$ cat config.mk
export PLATFORM = sky130hd
export DESIGN_NAME = ps2_key_controller_flat
export DESIGN_NICKNAME = d
export VERILOG_FILES = /design/src/rtl/ps2_key_controller_if.sv /design/src/rtl/ps2_key_controller.sv /design/src/flat_wrapper.sv
export SDC_FILE = /design/constraint.sdc
export NUM_CORES = 1
export LEC_CHECK = 0
export ABC_CLOCK_PERIOD_IN_PS = 5770
export CORE_UTILIZATION = 45
export CTS_BUF_LIST = sky130_fd_sc_hd__clkbuf_4
export CTS_CLUSTER_SIZE = 16
export DETAILED_ROUTE_END_ITERATION = 8
export PLACE_DENSITY = 0.67
export SLEW_MARGIN = 40
export SYNTH_ARGS = -nofsm -noshare
export SYNTH_HDL_FRONTEND = slang
export SYNTH_SLANG_ARGS = --single-unit
$ cat constraint.sdc
create_clock -name clk_in -period 5.77 [get_ports clk_in]
set_input_delay 1.154 -clock clk_in [delete_from_list [all_inputs] [get_ports clk_in]]
set_output_delay 1.154 -clock clk_in [all_outputs]
set_load 0.1 [all_outputs]
$ cat src/rtl/ps2_key_controller_if.sv
// rtl/ps2_key_controller_if.sv - scan-byte input and command FIFO handshake bundle for ps2_key_controller
interface ps2_key_controller_if;
    logic [7:0] scan_code;
    logic       scan_valid;
    logic [2:0] cmd;
    logic       cmd_valid;
    logic       cmd_ready;
    logic [6:0] key_held;
    logic       cmd_dropped;

    modport master (
        output scan_code, scan_valid, cmd_ready,
        input  cmd, cmd_valid, key_held, cmd_dropped
    );

    modport slave (
        input  scan_code, scan_valid, cmd_ready,
        output cmd, cmd_valid, key_held, cmd_dropped
    );
endinterface

$ cat src/rtl/ps2_key_controller.sv
// rtl/ps2_key_controller.sv - PS/2 set-2 scan bytes to Tetris commands with a 4-entry command FIFO
// Define AUTO_REPEAT_EN to add DAS/ARR auto-shift for LEFT, RIGHT and SOFT_DROP.
module ps2_key_controller #(
    parameter int DAS_CYCLES = 12_000_000,
    parameter int ARR_CYCLES = 3_000_000
) (
    input  logic              clk_in,
    input  logic              reset_in,
    ps2_key_controller_if.slave bus
);
    typedef enum logic [1:0] {S_IDLE, S_EXT, S_BREAK, S_EXT_BREAK} state_t;

    state_t     r_state;
    state_t     w_state_n;
    logic [2:0] r_mem [4];
    logic [1:0] r_rd;
    logic [1:0] r_wr;
    logic [2:0] r_count;
    logic [2:0] r_cmd;
    logic       r_cmd_valid;
    logic [6:0] r_held;
    logic       r_dropped;

    logic       w_dec;
    logic       w_dec_ext;
    logic       w_dec_brk;
    logic [2:0] w_key;
    logic [6:0] w_key_mask;
    logic       w_make;
    logic       w_brk;
    logic [6:0] w_held_n;
    logic       w_rep_push;
    logic [2:0] w_rep_cmd;
    logic       w_push;
    logic [2:0] w_push_cmd;
    logic       w_pop;
    logic       w_push_ok;
    logic [2:0] w_count_n;
    logic [1:0] w_rd_n;
    logic [2:0] w_head_n;

    function automatic logic [2:0] map_key(input logic ext, input logic [7:0] code);
        if (ext) begin
            case (code)
                8'h6B:   return 3'd1;
                8'h74:   return 3'd2;
                8'h75:   return 3'd3;
                8'h72:   return 3'd5;
                default: return 3'd0;
            endcase
        end else begin
            case (code)
                8'h1A:   return 3'd4;
                8'h29:   return 3'd6;
                8'h4D:   return 3'd7;
                default: return 3'd0;
            endcase
        end
    endfunction

    always_comb begin
        w_state_n = r_state;
        w_dec     = 1'b0;
        w_dec_ext = 1'b0;
        w_dec_brk = 1'b0;
        if (bus.scan_valid) begin
            case (r_state)
                S_IDLE: begin
                    if (bus.scan_code == 8'hE0)      w_state_n = S_EXT;
                    else if (bus.scan_code == 8'hF0) w_state_n = S_BREAK;
                    else                             w_dec = 1'b1;
                end
                S_EXT: begin
                    if (bus.scan_code == 8'hF0)      w_state_n = S_EXT_BREAK;
                    else if (bus.scan_code == 8'hE0) w_state_n = S_EXT;
                    else begin
                        w_dec     = 1'b1;
                        w_dec_ext = 1'b1;
                        w_state_n = S_IDLE;
                    end
                end
                S_BREAK: begin
                    w_dec     = 1'b1;
                    w_dec_brk = 1'b1;
                    w_state_n = S_IDLE;
                end
                S_EXT_BREAK: begin
                    w_dec     = 1'b1;
                    w_dec_ext = 1'b1;
                    w_dec_brk = 1'b1;
                    w_state_n = S_IDLE;
                end
                default: w_state_n = S_IDLE;
            endcase
        end
    end

    // A make of an already-held key is keyboard typematic and is swallowed.
    assign w_key      = w_dec ? map_key(w_dec_ext, bus.scan_code) : 3'd0;
    assign w_key_mask = (w_key == 3'd0) ? 7'd0 : (7'd1 << (w_key - 3'd1));
    assign w_make     = !w_dec_brk && (w_key != 3'd0) && ((r_held & w_key_mask) == 7'd0);
    assign w_brk      = w_dec_brk && (w_key != 3'd0);
    assign w_held_n   = w_make ? (r_held | w_key_mask) :
                        w_brk  ? (r_held & ~w_key_mask) : r_held;

`ifdef AUTO_REPEAT_EN
    logic [2:0]  r_active;
    logic        r_arr;
    logic [31:0] r_cnt;
    logic [31:0] w_term;
    logic        w_kill;
    logic        w_repeatable;

    assign w_repeatable = (w_key == 3'd1) || (w_key == 3'd2) || (w_key == 3'd5);
    assign w_term       = r_arr ? 32'(ARR_CYCLES - 1) : 32'(DAS_CYCLES - 1);
    assign w_kill       = w_brk && (w_key == r_active);
    // The counter parks on its terminal value while a parser push holds the slot.
    assign w_rep_push   = (r_active != 3'd0) && (r_cnt == w_term) && !w_make && !w_kill;
    assign w_rep_cmd    = r_active;

    always_ff @(posedge clk_in) begin
        if (reset_in) begin
            r_active <= 3'd0;
            r_arr    <= 1'b0;
            r_cnt    <= 32'd0;
        end else if (w_make && w_repeatable) begin
            r_active <= w_key;
            r_arr    <= 1'b0;
            r_cnt    <= 32'd0;
        end else if (w_kill) begin
            r_active <= 3'd0;
            r_cnt    <= 32'd0;
        end else if (r_active != 3'd0) begin
            if (r_cnt == w_term) begin
                if (!w_make) begin
                    r_cnt <= 32'd0;
                    r_arr <= 1'b1;
                end
            end else begin
                r_cnt <= r_cnt + 32'd1;
            end
        end
    end
`else
    logic w_unused_cfg;

    assign w_unused_cfg = ^{DAS_CYCLES[1:0], ARR_CYCLES[1:0]};
    assign w_rep_push   = 1'b0;
    assign w_rep_cmd    = 3'd0;
`endif

    assign w_push     = w_make || w_rep_push;
    assign w_push_cmd = w_make ? w_key : w_rep_cmd;
    assign w_pop      = r_cmd_valid && bus.cmd_ready;
    assign w_push_ok  = w_push && ((r_count != 3'd4) || w_pop);
    assign w_count_n  = r_count + {2'b00, w_push_ok} - {2'b00, w_pop};
    assign w_rd_n     = r_rd + {1'b0, w_pop};

    // The new head is the entry being pushed only when the queue would otherwise be empty.
    always_comb begin
        w_head_n = 3'd0;
        if (w_count_n != 3'd0) begin
            if (w_push_ok && (w_rd_n == r_wr)) w_head_n = w_push_cmd;
            else                               w_head_n = r_mem[w_rd_n];
        end
    end

    always_ff @(posedge clk_in) begin
        if (reset_in) begin
            r_state     <= S_IDLE;
            r_rd        <= 2'd0;
            r_wr        <= 2'd0;
            r_count     <= 3'd0;
            r_cmd       <= 3'd0;
            r_cmd_valid <= 1'b0;
            r_held      <= 7'd0;
            r_dropped   <= 1'b0;
        end else begin
            r_state <= w_state_n;
            r_held  <= w_held_n;
            if (w_push_ok) begin
                r_mem[r_wr] <= w_push_cmd;
                r_wr        <= r_wr + 2'd1;
            end
            r_rd        <= w_rd_n;
            r_count     <= w_count_n;
            r_cmd       <= w_head_n;
            r_cmd_valid <= (w_count_n != 3'd0);
            r_dropped   <= w_push && !w_push_ok;
        end
    end

    assign bus.cmd         = r_cmd;
    assign bus.cmd_valid   = r_cmd_valid;
    assign bus.key_held    = r_held;
    assign bus.cmd_dropped = r_dropped;
endmodule

$ cat src/flat_wrapper.sv
// flat-port wrapper written by rule: the top's interface ports become plain ports
module ps2_key_controller_flat 
#(
    parameter int DAS_CYCLES = 12_000_000,
    parameter int ARR_CYCLES = 3_000_000
)
  (clk_in, reset_in, bus_scan_code, bus_scan_valid, bus_cmd_ready, bus_cmd, bus_cmd_valid, bus_key_held, bus_cmd_dropped);
  ps2_key_controller_if bus_i ();
  input  logic clk_in;
  input  logic reset_in;
  input wire logic [$bits(bus_i.scan_code)-1:0] bus_scan_code;
  input wire logic [$bits(bus_i.scan_valid)-1:0] bus_scan_valid;
  input wire logic [$bits(bus_i.cmd_ready)-1:0] bus_cmd_ready;
  output wire logic [$bits(bus_i.cmd)-1:0] bus_cmd;
  output wire logic [$bits(bus_i.cmd_valid)-1:0] bus_cmd_valid;
  output wire logic [$bits(bus_i.key_held)-1:0] bus_key_held;
  output wire logic [$bits(bus_i.cmd_dropped)-1:0] bus_cmd_dropped;
  assign bus_i.scan_code = bus_scan_code;
  assign bus_i.scan_valid = bus_scan_valid;
  assign bus_i.cmd_ready = bus_cmd_ready;
  assign bus_cmd = bus_i.cmd;
  assign bus_cmd_valid = bus_i.cmd_valid;
  assign bus_key_held = bus_i.key_held;
  assign bus_cmd_dropped = bus_i.cmd_dropped;
  ps2_key_controller #(.DAS_CYCLES(DAS_CYCLES), .ARR_CYCLES(ARR_CYCLES)) u_core (.clk_in(clk_in), .reset_in(reset_in), .bus(bus_i));
endmodule
==> summary.md <==
| Metric | Value |
|---|---|
| Outcome | complete, no violations |
| Worst-path maximum fanout | 7 |
| First-pass GRT wire length | 6930 um |
| Area growth from synthesis to layout | 18.7% |
| Synth warn | 0 |
| Clk sink count | 33 |
| Slowest stage cell, crit path | or4b_2 |
| Largest net degree at the start of global routing | 19 |
| Top Layer Used | met4 |
| Mean Syn Cell Area | 9.77 um2 |
| Fin area | 2270 um2 |
| Met2 wire length | 1960 um |
| Clock skew | 0.0137 ns |
| CTS root buf | clkbuf_4 |
| Depth of the CTS H-tree | 2 |
| Worst Tran Pin Value | 0.727 ns |
| IO Port Bufs | 23 |
| Max-slew violations | 0 |
| Vias | 1,616 |
| MaxCap Viol Count | 0 |
| DIE AREA | 4520 um2 |
| Remaining Overflow, GRT | 0 |
| Placed cell areas | 2190 um2 |
| Number of synthesized flops with an enable pin | 12 |
| Maximum VDD drop | 146 uV |
| CTS tree | built |
| Max-slew headroom | 0.514 |
| Main flop type after synthesis | dfxtp_1 |
| Die width | 67.2 um |
| CTS buffer count | 5 |
| Startpoint type of the worst setup path | primary input |
| Seq cells post-synth | 33 |
| Nets@finish | 249 |
| Fmax | 184 MHz |
| Area of the multi-input gates | 1060 um2 |
| HP Class | register to register |
| Worst-Skew Late Latency | 0.33 ns |
| Cts hold-fix bufs | 0 |
| Leakage | 0.817 nW |
| Cells after Synth | 196 |
| Clk network pwr share | 0.250 |
| Hpwl dp | 3260 um |
| Worst hold margin | 0.477 ns |
| WL final | 4330 um |
| WS Path Type | primary input to register |
| Post-CTS Resized | 0 |
| Row count | 23 |
| Met1 wire length | 2130 um |
| TritonRoute pass-1 iters | 4 |
| Routed Antenna Nets | 0 |
| Share of cells above drive strength 1 | 0.183 |
| Area contributors post-synth | dfxtp_1, edfxtp_1, ha_1 |
| Commonest cells in the synthesized netlist | dfxtp_1, nand2_1, edfxtp_1, inv_1, nor2_1 |
| Setup TNS | 0 ns |
| Arrival @ worst endpoint | 5.69 ns |
| Detail-routed via count per cell | 5.79 |
| Sequential cell area | 781 um2 |
| Met3 WL | 197 um |
| Post-synth top area share | 0.219 |
| Post-CTS setup buffer count | 0 |
| Final setup vio count | 0 |
| Sequential fraction of the synthesis area | 0.408 |
| Post-layout utilization of the core | 0.560 |
| Required @ worst endpoint | 6.02 ns |
| Internal | 0.436 mW |
| Core Area | 4060 um2 |
| P_sw | 0.248 mW |
| Fillers | 356 |
| Reg power frac | 0.396 |
| Combinational Power Share | 0.354 |
| CP peak stage delay | 0.63 ns |
| RSZ-0062 raised after global routing | no |
| Cell taking the most area after synthesis | dfxtp_1 |
| Routability congestion estimate | 0.848 |
| Post-Syn Area | 1920 um2 |
| Most frequent cell after synthesis | dfxtp_1 |
| Initial DRC count | 85 |
| Net Sw Frac | 0.362 |
| DRC | 0 |
| Power Dens Cells | 301 nW/um2 |
| Vias in the first global route | 1,455 |
| Synth cell types | 53 |
| ANT cells | 0 |
| Ports | 24 |
| Initial Utilization | 0.472 |
| Vert. Die Dim | 67.2 um |
| Initial antenna violation count | 0 |
| Final Hold Violating Endpoints | 0 |
| DR WL/cell | 15.5 um |
| Deepest clock path buffer count | 2 |
| Async set-reset flop share out of synthesis | 0 |
| Tmin final | 5.44 ns |
| CP Cell Sequence | clkdlybuf4s50_1, inv_1, or4b_2, o31a_1, o22ai_1, nand2_1, ha_1, mux2i_1, a311oi_1, a211oi_1, o2111ai_1, nor2_2, ha_1, fa_1, xnor2_1, xnor2_1, a21oi_2, nand2_1, mux2i_1 |
| Endpoint class of the critical path | register |
| Fin crit share | 0.942 |
| Synth Net Count | 217 |
| Overall routing resource usage | 0.211 |
| CTS clk-pin slew, worst paths | 0.11 ns |
-- per-layer routing --
metal,vias to the layer above,global-route usage
li1,793,-
met1,776,0.295
met2,43,0.324
met3,4,0.0507
met4,0,0.0559
met5,-,0
-- area by class of cell --
cell class / instances / share of cell area
clock inverters: 2 / 0.0149
flip-flops and latches: 33 / 0.343
multi-input cells: 143 / 0.467
well taps: 50 / 0.0275
repair buffers: 33 / 0.108
clock buffers: 6 / 0.0198
inverters: 12 / 0.0198
-- through the flow --
step	instances	setup slack, ns	total power, mW
CTS	279	0.280	0.686
detailed placement	271	-0.0532	0.515
finish	279	0.334	0.684
floorplan	196	0.549	0.467
global route	279	0.0927	0.718
global placement	271	0.0727	0.521
-- placed cells by master, fill, tap and decap left out, types with 3 or more instances in the layout --
cell type	instances
nor2b_1	5
and3_1	4
o21ai_0	8
a311oi_1	4
nand2_1	16
inv_1	12
mux4_2	3
o211ai_1	3
xnor2_1	4
or3_1	5
ha_1	8
nor3_1	5
buf_2	12
mux2i_1	6
clkdlybuf4s50_1	11
and2_1	5
a21oi_1	9
nand3_1	7
clkbuf_4	6
nor2_1	11
dfxtp_1	21
edfxtp_1	12
buf_4	10
-- logic make-up (layout without fill, tap and decap cells) --
kind of cell,count (synthesis),after routing,synth area share
adders and majority gates,9,9,0.0627
muxes,10,10,0.0725
buffers and inverters,20,53,0.0405
AOI/OAI and AO/OA,39,39,0.148
xor gates and xnor gates,5,5,0.0229
DFF,33,33,0.408
and+or+nand+nor,80,80,0.246
-- power groups by stage --
stage | Sequential (mW) | Combinational [mW] | Clock (mW)
2_1_floorplan | 0.357 | 0.111 | 0
3_3_place_gp | 0.275 | 0.246 | 0
3_5_place_dp | 0.276 | 0.238 | 0
4_1_cts | 0.271 | 0.239 | 0.175
5_1_grt | 0.273 | 0.260 | 0.185
6_report | 0.271 | 0.242 | 0.171
-- critical path, delay by kind of cell --
family / cells / cell delay, ns
AO/OA/AOI/OAI: 6 / 1.46
adder cells (fa/ha/maj): 3 / 0.97
AND/OR/NAND/NOR: 4 / 0.94
buffers and inverters: 2 / 0.58
multiplexers: 2 / 0.30
XOR/XNOR: 2 / 0.29
-- final timing paths --
kind                            depth (start not counted)  slack (ns)                endpoint               from
worst max-delay path                                   19        0.33       u_core.bus.cmd[0]   bus_scan_code[4]
worst min-delay path                                    2        0.48  u_core.bus.cmd_dropped  u_core.r_count[2]
worst max register to register                         18        1.58       u_core.bus.cmd[0]  u_core.r_state[0]
worst min register to register                          2        0.48  u_core.bus.cmd_dropped  u_core.r_count[2]
(Power assumes the default switching activity.)
